## src/rtl/cpu_ctrl_pkg.sv

```systemverilog
// Shared types for the multi-cycle CPU control sequencer: state encoding and
// the decoded instruction class latched at the end of DECODE.
package cpu_ctrl_pkg;

    localparam int STATE_W = 3;

    typedef enum logic [STATE_W-1:0] {
        ST_IDLE      = 3'd0,
        ST_FETCH     = 3'd1,
        ST_DECODE    = 3'd2,
        ST_EXECUTE   = 3'd3,
        ST_MEMORY    = 3'd4,
        ST_WRITEBACK = 3'd5,
        ST_HALT      = 3'd6,
        ST_FAULT     = 3'd7
    } state_e;

    typedef struct packed {
        logic load;
        logic store;
        logic branch;
        logic halt;
    } instr_class_t;

endpackage

```

## src/rtl/mem_wait_timer.sv

```systemverilog
// Counts request cycles that pass without an acknowledge; flags a timeout in
// the last allowed request cycle when no ack arrives in it.
module mem_wait_timer #(
    parameter int MEM_TIMEOUT = 16
) (
    input  logic clk,
    input  logic reset,
    input  logic clear,
    input  logic count_en,
    input  logic ack,
    output logic timeout
);

    localparam int W = $clog2(MEM_TIMEOUT + 1);

    logic [W-1:0] cnt;

    always_ff @(posedge clk or negedge reset) begin
        if (!reset) begin
            cnt <= '0;
        end else if (clear) begin
            cnt <= '0;
        end else if (count_en && !ack) begin
            cnt <= cnt + W'(1);
        end
    end

    // cnt holds the number of earlier unacknowledged cycles, so cycle k sees k-1;
    // an ack in the final cycle still wins.
    assign timeout = count_en && !ack && (cnt == W'(MEM_TIMEOUT - 1));

endmodule

```

## src/rtl/cpu_stage_sequencer.sv

```systemverilog
// Multi-cycle FETCH/DECODE/EXECUTE/MEMORY/WRITEBACK control FSM with memory
// handshakes, timeout fault, sticky halt/fault and a saturating retire counter.
module cpu_stage_sequencer
    import cpu_ctrl_pkg::*;
#(
    parameter int MEM_TIMEOUT = 16,
    parameter int CNT_W       = 32
) (
    input  logic               clk,
    input  logic               reset,
    input  logic               start,
    output logic               imem_req,
    input  logic               imem_ack,
    output logic               en_ir,
    output logic               en_decode,
    input  logic               dec_is_load,
    input  logic               dec_is_store,
    input  logic               dec_is_branch,
    input  logic               dec_is_halt,
    output logic               en_exec,
    output logic               dmem_req,
    output logic               dmem_we,
    input  logic               dmem_ack,
    output logic               en_wb,
    output logic               en_pc,
    output logic               pc_sel_branch,
    output logic               halted,
    output logic               fault,
    output logic [STATE_W-1:0] state_o,
    output logic [CNT_W-1:0]   instr_count
);

    state_e       state;
    state_e       state_nxt;
    instr_class_t flags;
    logic         waiting;
    logic         wait_ack;
    logic         wait_clear;
    logic         timeout;

    always_ff @(posedge clk or negedge reset) begin
        if (!reset) begin
            state <= ST_IDLE;
            flags <= '0;
        end else begin
            state <= state_nxt;
            if (state == ST_DECODE) begin
                flags <= {dec_is_load, dec_is_store, dec_is_branch, dec_is_halt};
            end
        end
    end

    // Only the ack belonging to the current request state reaches the timer.
    assign waiting    = (state == ST_FETCH) || (state == ST_MEMORY);
    assign wait_ack   = (state == ST_FETCH) ? imem_ack : dmem_ack;
    assign wait_clear = (state_nxt != state);

    mem_wait_timer #(
        .MEM_TIMEOUT(MEM_TIMEOUT)
    ) u_wait_timer (
        .clk     (clk),
        .reset   (reset),
        .clear   (wait_clear),
        .count_en(waiting),
        .ack     (wait_ack),
        .timeout (timeout)
    );

    always_comb begin
        state_nxt     = state;
        imem_req      = 1'b0;
        en_ir         = 1'b0;
        en_decode     = 1'b0;
        en_exec       = 1'b0;
        dmem_req      = 1'b0;
        dmem_we       = 1'b0;
        en_wb         = 1'b0;
        en_pc         = 1'b0;
        pc_sel_branch = 1'b0;
        halted        = 1'b0;
        fault         = 1'b0;
        unique case (state)
            ST_IDLE: begin
                if (start) state_nxt = ST_FETCH;
            end
            ST_FETCH: begin
                imem_req = 1'b1;
                en_ir    = imem_ack;
                if (imem_ack)     state_nxt = ST_DECODE;
                else if (timeout) state_nxt = ST_FAULT;
            end
            ST_DECODE: begin
                en_decode = 1'b1;
                if (dec_is_halt)                      state_nxt = ST_HALT;
                else if (dec_is_load && dec_is_store) state_nxt = ST_FAULT;
                else                                  state_nxt = ST_EXECUTE;
            end
            ST_EXECUTE: begin
                en_exec = 1'b1;
                if (flags.branch) begin
                    en_pc         = 1'b1;
                    pc_sel_branch = 1'b1;
                    state_nxt     = ST_FETCH;
                end else if (flags.load || flags.store) begin
                    state_nxt = ST_MEMORY;
                end else begin
                    state_nxt = ST_WRITEBACK;
                end
            end
            ST_MEMORY: begin
                dmem_req = 1'b1;
                dmem_we  = flags.store;
                if (dmem_ack) begin
                    if (flags.store) begin
                        en_pc     = 1'b1;
                        state_nxt = ST_FETCH;
                    end else begin
                        state_nxt = ST_WRITEBACK;
                    end
                end else if (timeout) begin
                    state_nxt = ST_FAULT;
                end
            end
            ST_WRITEBACK: begin
                en_wb     = 1'b1;
                en_pc     = 1'b1;
                state_nxt = ST_FETCH;
            end
            ST_HALT:  halted = 1'b1;
            ST_FAULT: fault  = 1'b1;
            default:  state_nxt = ST_FAULT;
        endcase
    end

    always_ff @(posedge clk or negedge reset) begin
        if (!reset) begin
            instr_count <= '0;
        end else if (en_pc && (instr_count != '1)) begin
            instr_count <= instr_count + CNT_W'(1);
        end
    end

    assign state_o = state;

endmodule

```

## config.mk

```make
export PLATFORM = sky130hd
export DESIGN_NAME = cpu_stage_sequencer
export DESIGN_NICKNAME = d
export VERILOG_FILES = /design/src/rtl/cpu_ctrl_pkg.sv /design/src/rtl/mem_wait_timer.sv /design/src/rtl/cpu_stage_sequencer.sv
export SDC_FILE = /design/constraint.sdc
export NUM_CORES = 1
export LEC_CHECK = 0
export BUFFER_PORTS_ARGS = -buffer_cell sky130_fd_sc_hd__buf_4
export CELL_PAD_IN_SITES_DETAIL_PLACEMENT = 1
export CELL_PAD_IN_SITES_GLOBAL_PLACEMENT = 2
export CORE_ASPECT_RATIO = 0.9
export CORE_MARGIN = 1.5
export CORE_UTILIZATION = 33
export DETAILED_ROUTE_END_ITERATION = 10
export GPL_TIMING_DRIVEN = 0
export PLACE_DENSITY = 0.87
export SLEW_MARGIN = 20
export SYNTH_ARGS = -nofsm -noshare
export SYNTH_HDL_FRONTEND = slang
export SYNTH_SLANG_ARGS = --single-unit
```

## constraint.sdc

```tcl
create_clock -name clk -period 2.5 [get_ports clk]
set_input_delay 0.5 -clock clk [delete_from_list [all_inputs] [get_ports clk]]
set_output_delay 0.5 -clock clk [all_outputs]
set_load 0.005 [all_outputs]
```

# Word-level counts from Yosys, hierarchy flattened
# Cells that the tools add are included.
[word_totals]
register_bits = 43
ram_bits = 0
mem_count = 0
elab_cells = 54
mem_bits_ro = 0
input_bits = 9
latch_bits = 0
[op_classes]
order_cmp = 0
n_addsub = 2
n_mul = 0
shifts = 0
n_mux = 27
reduce_logical = 9
div = 0
bitwise = 0
n_eq_ne = 10
[op_table]
columns = ["op", "count"]
rows = [
  ["32-bit by 1-bit adder with 32-bit output (second input constant)", 1],
  ["32-bit inequality test (second input constant)", 1],
  ["3-bit 2-to-1 mux", 8],
  ["3-bit one-hot mux with 6 select lines", 1],
  ["1-bit 2-to-1 mux", 15],
  ["3-bit equality test (second input constant)", 4],
  ["5-bit 2-to-1 mux", 2],
  ["3-bit by 2-bit equality test with 1-bit output (second input constant)", 2],
  ["5-bit by 1-bit adder with 5-bit output (second input constant)", 1],
  ["5-bit by 4-bit equality test with 1-bit output (second input constant)", 1],
  ["1-bit logical AND", 4],
  ["3-bit by 1-bit equality test with 1-bit output (second input constant)", 1],
  ["3-bit logical NOT", 1],
  ["3-bit inequality test", 1],
  ["1-bit one-hot mux with 3 select lines", 1],
  ["1-bit logical OR", 2],
  ["2-bit nonzero test", 1],
  ["1-bit logical NOT", 1],
]

# Depth between registers and ports, before layout
[depth]
depth_word = 10
mapped_depth = 8
mapped_depth_nobuf = 8

# By module
# A second synthesis with hierarchy kept.
[hier_totals]
hier_cells = 246
hier_area_um2 = 2433.6
[modules_own_cells]
columns = ["mod", "seq_area_each_um2", "instances", "area_per_inst_um2", "cells_each"]
rows = [
  ["cpu_stage_sequencer", 950.9, 1, 2138.3, 221],
  ["mem_wait_timer", 125.1, 1, 295.3, 25],
]

# Least setup slack after synthesis
# No wires, ideal clock.
[synth_timing]
path_type = "reg-to-reg"
start = "register u_wait_timer.cnt[0]"
end = "register u_wait_timer.cnt[4]"
n_path_buf = 0
slack_ns = 0.648
t_required_ns = 2.405
arrival_time_ns = 1.757
setup_ns = 0.095
stages_incl_launch_ff = 9
path_cell_list = "dfrtp_1 ha_1 and3_1 ha_1 nand2b_1 nor2_1 a211oi_1 o221ai_1 a211oi_1"
[synth_between]
elab_chain_cells = 7
word_cells_on_any_way = 11
[synth_rtl]
columns = ["element", "line_no", "source"]
rows = [
  ["start, declared", "mem_wait_timer.sv:16", "logic [W-1:0] cnt;"],
  ["start signal, assigned", "mem_wait_timer.sv:24", "cnt <= cnt + W'(1);"],
  ["5-bit by 4-bit equality test with 1-bit output", "mem_wait_timer.sv:30", "assign timeout = count_en && !ack && (cnt == W'(MEM_TIMEOUT - 1));"],
  ["1-bit logical AND", "mem_wait_timer.sv:30", ""],
  ["3-bit 2-to-1 mux", "cpu_stage_sequencer.sv:90, cpu_stage_sequencer.sv:120", ""],
  ["3-bit 2-to-1 mux (on tied branches)", "cpu_stage_sequencer.sv:113, cpu_stage_sequencer.sv:89", ""],
  ["3-bit one-hot mux with 6 select lines", "cpu_stage_sequencer.sv:82", "unique case (state)"],
  ["3-bit inequality test", "cpu_stage_sequencer.sv:56", "assign wait_clear = (state_nxt != state);"],
  ["5-bit 2-to-1 mux / 2-bit nonzero test (equally long branches)", "--", ""],
]
# Parallel ways exist; a longest one is shown, timed or not. The select of a mux whose other input is x is not followed.
# A chain may end at the register's enable or synchronous reset.

# Worst setup path after layout
[layout_timing]
start = "register state[0] (netlist: state_o[0])"
end = "output en_pc"
[layout_between]
elab_chain_cells = 2
word_cells_on_any_way = 4
[layout_rtl]
columns = ["element", "line_no", "source"]
rows = [
  ["start, declared", "cpu_stage_sequencer.sv:33", "state_e state;"],
  ["start signal, assigned", "cpu_stage_sequencer.sv:46", "state <= state_nxt;"],
  ["3-bit equality test / 3-bit by 2-bit equality test with 1-bit output (equally long branches)", "cpu_stage_sequencer.sv:82", ""],
  ["1-bit one-hot mux with 3 select lines (*)", "cpu_stage_sequencer.sv:82", ""],
  ["end, declared", "cpu_stage_sequencer.sv:25", "output logic en_pc,"],
]
# Every way passes the cells marked *; elsewhere a longest branch is shown, timed or not.

==> results.sh <==
export IMPL_status="finished, final reports clean"
export IMPL_path_max_fanout=10
export IMPL_finalHoldViolCount=0
export IMPL_layout_nets=308
export IMPL_grt_antenna_before_repair=0
export IMPL_synth_edf_count=0
export IMPL_ant_nets=0
export IMPL_worstMarginPinSlew_ns=0.5716
export IMPL_holdCritPathClass="in -> async"
export IMPL_tns_ns=0
export IMPL_wl_mm=5.996
export IMPL_crit_type="reg -> out"
export IMPL_synth_seq_area_share=0.4486
export IMPL_dp_hpwl_mm=4.428
export IMPL_cts_root_buf="clkbuf_8"
export IMPL_syn_area_per_cell_um2=10.21
export IMPL_drt_iter0_markers=98
export IMPL_wl_met1_mm=2.824
export IMPL_drt_pass1_iterations=4
export IMPL_syn_nets=247
export IMPL_start_kind="flip-flop"
export IMPL_fin_crit_ns=2.362
export IMPL_diodes=0
export IMPL_place_gp_congestion=0.7962
export IMPL_async_reset_ff_frac=1.000
export IMPL_p_leak_nw=1.420
export IMPL_critPathArrivalTime_ns=1.86
export IMPL_p_sw_mw=0.2606
export IMPL_die_y_um=83.88
export IMPL_drive_gt1_frac=0.2997
export IMPL_io_buffer_count=54
export IMPL_core_area_mm2=0.007039
export IMPL_synth_cell_types=43
export IMPL_avgRoutedWirePerCell_um=15.37
export IMPL_postSynthCellCount=235
export IMPL_rows=29
export IMPL_synth_warnings=0
export IMPL_synth_seq_cells=43
export IMPL_grt_overflow=0
export IMPL_p_sw_frac=0.1912
export IMPL_io_pins=55
export IMPL_fin_hold_ws_ns=0.1734
export IMPL_synth_area_leader_cell="dfrtp_1"
export IMPL_ir_drop_mv=0.2367
export IMPL_synth_top_family_by_area="simple AND/OR/NAND/NOR gates"
export IMPL_drc_errors=0
export IMPL_yosysTopAreaCellShare=0.4486
export IMPL_track_usage=0.1662
export IMPL_wl_met3_um=269
export IMPL_synthSimpleGateAreaFrac=0.3057
export IMPL_wl_met2_mm=2.847
export IMPL_cp_end_kind="output port"
export IMPL_tritoncts="built"
export IMPL_fmax_mhz=423.5
export IMPL_synth_flop_cell="dfrtp_1"
export IMPL_highest_layer="met4"
export IMPL_die_area_mm2=0.007790
export IMPL_grt_max_degree=44
export IMPL_htreeDepth=2
export IMPL_cts_buffers=5
export IMPL_dr_total_vias=1999
export IMPL_cp_data_required_time_ns=2.00
export IMPL_yosysMostFrequentCell="dfrtp_1"
export IMPL_slew_headroom=0.6175
export IMPL_post_cts_resized=0
export IMPL_slew_violations=0
export IMPL_synthXorXnorAreaFrac=0.1168
export IMPL_clkTransAtPathRegs_ns=0.08
export IMPL_clock_skew_ns=0.004402
export IMPL_p_seq_frac=0.510
export IMPL_cellPowerDensity_mw_per_mm2=446.5
export IMPL_pwr_share_clk=0.471
export IMPL_synth_area_mm2=0.002399
export IMPL_clock_latency_ns=0.30
export IMPL_via_per_inst=5.126
export IMPL_start_util=0.3407
export IMPL_hold_buffers=0
export IMPL_drv_cap=0
export IMPL_synth_area_leaders="dfrtp_1 (45%), xnor2_1 (8.0%), xor2_1 (3.7%), nor2_1 (3.6%), nand4_2 (3.1%)"
export IMPL_yosys_mux_area_fraction=0.02713
export IMPL_fin_crit_sh=0.9446
export IMPL_p_int_mw=1.102
export IMPL_cts_setup_buffers=0
export IMPL_synth_top_cells_by_count="dfrtp_1 (43), nor2_1 (23), xnor2_1 (22), nand3_1 (14), nor3_1 (12)"
export IMPL_grt_pass1_wl_mm=10.42
export IMPL_rsz0062_at_grt="no"
export IMPL_die_x_um=92.87
export IMPL_grt_pass1_vias=2052
export IMPL_finalSetupViolCount=0
export IMPL_combPwrFrac=0.019
export IMPL_syn_to_final_growth_pct=27.28
export IMPL_synthAdderAreaFrac=0.01565
export IMPL_cts_sink_count=43
export IMPL_cts_max_path_buffers=2
export IMPL_synth_compound_area_frac=0.05321
cells in the final DEF (no fill, tap or decap), types with 3 or more instances in the layout:
cell,synthesis,final
a211oi_1,3,3
a21oi_1,5,5
and2_1,6,6
and3_1,9,9
and4_1,6,6
buf_4,1,55
clkbuf_8,0,5
dfrtp_1,43,43
ha_1,3,3
inv_1,8,8
mux2_2,3,3
nand2_1,11,11
nand2b_1,3,3
nand3_1,14,14
nand3_2,4,4
nand4_1,11,11
nand4_2,6,6
nor2_1,23,23
nor3_1,12,12
xnor2_1,22,22
xor2_1,10,10
stage by stage:
stage / util / std cells / instance area, um2 / worst slack (ns) / total power [mW]
final: 0.4337 / 390 / 3053 / 0.1385 / 1.363
after global routing: 0.4337 / 390 / 3053 / 0.009242 / 1.415
after floorplan: - / 235 / 2399 / 0.6480 / 0.7094
after CTS: 0.4337 / 390 / 3053 / 0.09972 / 1.387
after global placement: 0.4149 / 382 / 2920 / 0.3837 / 0.7364
after detailed placement: 0.4149 / 382 / 2920 / 0.3309 / 0.7363
cell families after synthesis:
group           Yosys count
buf+inv                  15
simple gates            117
mux                       6
fa+ha+maj                 3
compound gates           19
flops                    43
xor+xnor                 32
flip-flops by register name, indices dropped and copies added (netlist names):
signal / count
flags: 3
instr_count: 32
state_o: 3
u_wait_timer.cnt: 5
per-layer routing:
layer / track usage / vias up
li1: - / 959
met1: 0.2227 / 998
met2: 0.2681 / 37
met3: 0.03825 / 5
met4: 0.04545 / 0
met5: 0 / -
worst paths after layout:
path | from | to | depth (start not counted) | slack [ns]
hold / removal | reset | instr_count[25]$_DFFE_PN0P_ | 1 | 0.17
hold reg to reg | instr_count[16]$_DFFE_PN0P_ | instr_count[16]$_DFFE_PN0P_ | 1 | 0.49
setup / recovery | state_o[0]$_DFF_PN0_ | en_pc | 5 | 0.14
setup reg to reg | u_wait_timer.cnt[0]$_DFFE_PN0P_ | u_wait_timer.cnt[4]$_DFFE_PN0P_ | 8 | 0.35
min in group clk | dec_is_branch | flags[1]$_DFFE_PN0P_ | 2 | 0.43
max in group asynchronous | reset | instr_count[28]$_DFFE_PN0P_ | 1 | 1.94
power by group through the flow:
stage               combinational (mW)  clock [mW]  sequential (mW)
global placement                0.0277           0            0.709
detailed placement              0.0276           0            0.709
floorplan                     0.000544           0            0.709
CTS                             0.0276       0.664            0.695
finish                          0.0258       0.643            0.695
global route                    0.0297       0.691            0.695
critical path, stage by stage (launching register included):
cell	delay, ns
dfrtp_1	0.55
nand2b_2	0.18
o22a_2	0.34
clkinv_2	0.15
buf_4	0.21
buf_4	0.13
final cells by class:
| type | instances | area, um2 |
|---|---|---|
| sequential | 43 | 1076 |
| clock inverter | 2 | 60.06 |
| clock buffer | 6 | 72.57 |
| fill | 807 | 3986 |
| inverter | 9 | 35.03 |
| multi-input combinational | 177 | 1244 |
| timing repair buffer | 54 | 405.4 |
| tap | 93 | 116.4 |
| buffer | 6 | 43.79 |
(Power assumes the default switching activity.)
